--- src/rtl/sram_dma_copy.sv ---
// Block-copy engine: moves LEN words from a registered-read source SRAM into a destination SRAM, one word per clock.
// Optional constant-fill mode is compiled in with `define SRAM_DMA_FILL_EN.
module sram_dma_copy #(
  parameter int DATA_WIDTH = 8,
  parameter int ADDR_WIDTH = 10
) (
  input  logic                  clk,
  input  logic                  RESETn,
  input  logic                  START,
  input  logic [ADDR_WIDTH-1:0] SRC_BASE,
  input  logic [ADDR_WIDTH-1:0] DST_BASE,
  input  logic [ADDR_WIDTH:0]   LEN,
  input  logic                  HOLD,
`ifdef SRAM_DMA_FILL_EN
  input  logic                  FILL,
  input  logic [DATA_WIDTH-1:0] FILL_DATA,
`endif
  output logic [ADDR_WIDTH-1:0] SRC_ADDR,
  output logic                  SRC_CEn,
  output logic                  SRC_OEn,
  input  logic [DATA_WIDTH-1:0] SRC_Q,
  output logic [ADDR_WIDTH-1:0] DST_ADDR,
  output logic [DATA_WIDTH-1:0] DST_DATA,
  output logic                  DST_CEn,
  output logic                  DST_WEn,
  output logic                  BUSY,
  output logic                  DONE
);

  typedef enum logic [1:0] {IDLE, RUN, FLUSH, FIN} state_t;

  localparam logic [ADDR_WIDTH:0] REM_ONE = (ADDR_WIDTH+1)'(1);

  state_t                state, state_nxt;
  logic [ADDR_WIDTH-1:0] src_ptr, dst_ptr;
  logic [ADDR_WIDTH:0]   rem;
  logic                  pend;
  logic                  fill_mode;
  logic                  rd_en, wr_en;

`ifdef SRAM_DMA_FILL_EN
  logic                  fill_q;
  logic [DATA_WIDTH-1:0] fill_data_q;

  always_ff @(posedge clk or negedge RESETn) begin
    if (!RESETn) begin
      fill_q      <= 1'b0;
      fill_data_q <= '0;
    end else if (state == IDLE && START && LEN != '0) begin
      fill_q      <= FILL;
      fill_data_q <= FILL_DATA;
    end else if (state == FIN) begin
      fill_q      <= 1'b0;
    end
  end

  assign fill_mode = fill_q;
  assign DST_DATA  = fill_q ? fill_data_q : SRC_Q;
`else
  assign fill_mode = 1'b0;
  assign DST_DATA  = SRC_Q;
`endif

  // State register
  always_ff @(posedge clk or negedge RESETn) begin
    if (!RESETn) state <= IDLE;
    else         state <= state_nxt;
  end

  // Next-state logic; HOLD freezes RUN and FLUSH in place
  always_comb begin
    state_nxt = state;
    unique case (state)
      IDLE:    if (START) state_nxt = (LEN == '0) ? FIN : RUN;
      RUN:     if (!HOLD && rem == REM_ONE) state_nxt = fill_mode ? FIN : FLUSH;
      FLUSH:   if (!HOLD) state_nxt = FIN;
      FIN:     state_nxt = IDLE;
      default: state_nxt = IDLE;
    endcase
  end

  // Output decode: strobes are combinational so an async reset releases them at once
  always_comb begin
    // NOTE: every signal gets a default before the case so no path infers a latch.
    rd_en = 1'b0;
    wr_en = 1'b0;
    BUSY  = 1'b0;
    DONE  = 1'b0;
    unique case (state)
      RUN: begin
        BUSY  = 1'b1;
        rd_en = !HOLD && !fill_mode;
        wr_en = !HOLD && (pend || fill_mode);
      end
      FLUSH: begin
        BUSY  = 1'b1;
        wr_en = !HOLD;
      end
      FIN:     DONE = 1'b1;
      default: ;
    endcase
    SRC_CEn = !rd_en;
    SRC_OEn = !rd_en;
    DST_CEn = !wr_en;
    DST_WEn = !wr_en;
  end

  assign SRC_ADDR = src_ptr;
  assign DST_ADDR = dst_ptr;

  // Pointers, remaining count and the one-word pipeline flag
  always_ff @(posedge clk or negedge RESETn) begin
    // NOTE: sequential state uses non-blocking assignments so all registers update from pre-edge values.
    if (!RESETn) begin
      src_ptr <= '0;
      dst_ptr <= '0;
      rem     <= '0;
      pend    <= 1'b0;
    end else begin
      unique case (state)
        IDLE: if (START && LEN != '0) begin
          src_ptr <= SRC_BASE;
          dst_ptr <= DST_BASE;
          rem     <= LEN;
          pend    <= 1'b0;
        end
        RUN: if (!HOLD) begin
          rem <= rem - REM_ONE;
          if (rd_en) begin
            src_ptr <= src_ptr + 1'b1;
            pend    <= 1'b1;
          end
          if (wr_en) dst_ptr <= dst_ptr + 1'b1;
        end
        FLUSH: if (!HOLD) begin
          dst_ptr <= dst_ptr + 1'b1;
          pend    <= 1'b0;
        end
        default: pend <= 1'b0;
      endcase
    end
  end

endmodule

--- config.mk ---
export PLATFORM = sky130hd
export DESIGN_NAME = sram_dma_copy
export DESIGN_NICKNAME = d
export VERILOG_FILES = /design/src/rtl/sram_dma_copy.sv
export SDC_FILE = /design/constraint.sdc
export NUM_CORES = 1
export LEC_CHECK = 0
export BUFFER_PORTS_ARGS = -buffer_cell sky130_fd_sc_hd__buf_2
export CAP_MARGIN = 20
export CORE_UTILIZATION = 51
export DETAILED_ROUTE_END_ITERATION = 6
export PLACE_DENSITY = 0.8
export SYNTH_ARGS = -nofsm -noshare
export SYNTH_HDL_FRONTEND = slang
export SYNTH_SLANG_ARGS = --single-unit
--- constraint.sdc ---
create_clock -name clk -period 2.9 [get_ports clk]
set_clock_uncertainty 0.15 [all_clocks]
set_input_delay 0.58 -clock clk [delete_from_list [all_inputs] [get_ports clk]]
set_output_delay 0.58 -clock clk [all_outputs]
set_load 0.02 [all_outputs]
==> reports/qor.txt <==
Run status: completed
Final hold vios: 0
Dpl cell area: 2580 um^2
Min-delay worst type: in -> async
# IOs: 77
Crit path to: DST_CEn
H-tree depth: 2
CP startpoint kind: register
Period minus WS final: 2730 ps
Met3 wire length: 427 um
Post-DRT Antenna Nets: 0
Max IR drop VDD: 0.466 mV
CORE AREA: 4350 um^2
Count of final setup violators: 0
Die Y: 69.4 um
GRT Util Overall: 0.260
Die Span X: 69.4 um
First-pass iteration count of the detailed router: 5
Rows: 24
CP Max Fanout: 13
# diodes: 0
CP Data Required Time: 2170 ps
Routed vias: 2323
Register area share after synthesis: 0.368
RSZ-0062 raised after global routing: no
Fin Hold WS: 201 ps
Max_cap viols: 0
First-pass GRT wire length: 9.98 mm
Top routing layer used: met4
Post-DP HPWL: 4.22 mm
WL final: 6.00 mm
DR vias/cell: 6.24
Worst r2r dst: SRC_ADDR[3]$_DFFE_PN0P_
Count of state elements after synthesis: 34
Initial core utilization: 0.532
Setup TNS: 0 ps
Die area: 4810 um^2
Leak: 1.19 nW
Vias in the first global route: 2055
Syn Area/Cell: 8.67 um^2
Synth area leader: dfrtp_1
Critical path class: reg -> out
Count of cell types in the netlist: 49
Yosys top cell area share: 0.368
Finished Layout Cells: 372
M1 WL: 2.71 mm
Clock transition at path regs: 80 ps
Total grt overflow: 0
Placed cells: 364
Initial DRC count: 223
Largest net degree at the start of global routing: 35
Clk sinks: 34
Layout Utilization: 0.618
CP arrival: 2000 ps
CTS tree: done
Clock buffer depth: 2
Final Cycle Share: 0.941
CTS root buf: clkbuf_8
RePlAce Congestion: 0.882
DR WL/cell: 16.1 um
Max Freq: 0.366 GHz
Met2 wire len: 2.74 mm
TritonCTS buffer count: 5
DRC errors left: 0
Layout cell share with drive strength beyond 1: 0.266
Post-CTS Setup Bufs: 0
Synth top area cells: dfrtp_1 (37%), a21oi_1 (6.5%), ha_1 (4.9%)
Max-slew headroom: 0.486
Slew Limit Fails: 0
Synth Net Count: 319
Port buffer count: 60
R2R cell count: 7
Layout area overhead: 16.3%
Ys Warns: 0
Later-pin clock latency in the skew report: 300 ps
Power per Cell Area: 1280 nW/um^2
Actual slew at the worst max-slew pin: 771 ps
Hold_buf cts: 0
Fin area: 2690 um^2
Worst reg2reg setup slack: 360 ps
Resize count post-CTS: 0
Initial antenna violation count: 0
RR Startpoint: state[1]$_DFFE_PN0P_
CP endpoint kind: output port
Final #Nets: 371
Crit. Startpoint: state[1]$_DFFE_PN0P_
Cells after synthesis: 267
Mapped Area: 2310 um^2
## worst min-delay path by stage
stage                           startpoint  slack [ps]                 endpoint
after floorplan                     RESETn         130  DST_ADDR[0]$_DFFE_PN0P_
after global placement    pend$_DFFE_PN0P_         340         pend$_DFFE_PN0P_
after detailed placement  pend$_DFFE_PN0P_         360         pend$_DFFE_PN0P_
after CTS                           RESETn         230  DST_ADDR[4]$_DFFE_PN0P_
after global routing                RESETn         270  DST_ADDR[4]$_DFFE_PN0P_
final                               RESETn         200       rem[7]$_DFFE_PN0P_
## layout make-up
cell class / count / area (um^2)
fillers: 383 / 1660
repair buffers: 65 / 338
flip-flops and latches: 34 / 851
clock inverters: 3 / 40.0
clock buffers: 5 / 68.8
well taps: 52 / 65.1
inverters: 12 / 45.0
multi-input cells: 201 / 1280
## worst max-delay path, cell delays in order, from the launching register on
cell	delay [ps]
dfrtp_1	410
inv_1	140
ha_1	510
a21oi_1	120
or3_1	360
buf_2	180
## cells in the final DEF (no fill, tap or decap), types with 5 or more instances in the layout
cell	Yosys	final
and3_1	6	6
o21ai_0	18	18
buf_4	11	5
nor2_1	19	19
nand2_1	15	15
nand3_1	11	11
o21ai_1	5	5
inv_1	11	11
ha_1	9	9
buf_2	3	60
dfrtp_1	34	34
o22ai_1	17	17
nand4_1	16	16
nor3_1	6	6
clkbuf_8	0	5
mux2i_1	5	5
a21oi_1	30	30
## report_power, final
group	switching, mW	internal (mW)	total (mW)
logic	1.23	0.756	1.99
registers	0.293	0.717	1.01
clock network	0.191	0.253	0.444
## logic make-up (layout without fill, tap and decap cells)
group / Yosys count / after routing / synth area share
and+or+nand+nor: 96 / 96 / 0.237
AOI/OAI and AO/OA: 90 / 90 / 0.239
DFF: 34 / 34 / 0.368
buffers and inverters: 32 / 85 / 0.0811
adders and majority gates: 9 / 9 / 0.0486
muxes: 6 / 6 / 0.0265
## metrics by stage
| step | setup WS [ps] | total power, mW |
|---|---|---|
| after floorplan | 421 | 2.47 |
| after global placement | 529 | 2.93 |
| after detailed placement | 451 | 2.98 |
| after CTS | 178 | 3.43 |
| after global routing | 38.1 | 3.71 |
| final | 170 | 3.45 |
## cells in the mapped netlist, drive strengths merged
library cell,instances
a21o,3
nand2b,2
a41oi,1
nor4,5
or3b,1
buf,17
mux2i,5
nand2,16
nor3b,1
o21a,1
or4,2
o32a,1
a31oi,1
o22ai,17
nor2,19
a21oi,31
a211oi,3
and3,6
and2,2
a311oi,1
clkbuf,3
o32ai,4
nand3,12
dfrtp,34
nor3,6
nand4,16
inv,12
o21ai,23
nor2b,1
a22o,1
a41o,1
ha,9
or3,4
and4,1
or4b,1
o221a,1
and4b,1
mux2,1
o311ai,1
## flip-flops by register name, summed over array words and instances, names as in the netlist
signal,cells
DST_ADDR,10
pend,1
state,2
rem,11
SRC_ADDR,10
## routing by layer
| metal | up-vias | track usage |
|---|---|---|
| li1 | 1110 | - |
| met1 | 1077 | 0.375 |
| met2 | 122 | 0.379 |
| met3 | 14 | 0.0523 |
| met4 | 0 | 0.109 |
| met5 | - | 0 |
No activity file was read; power rests on OpenSTA's default activity.
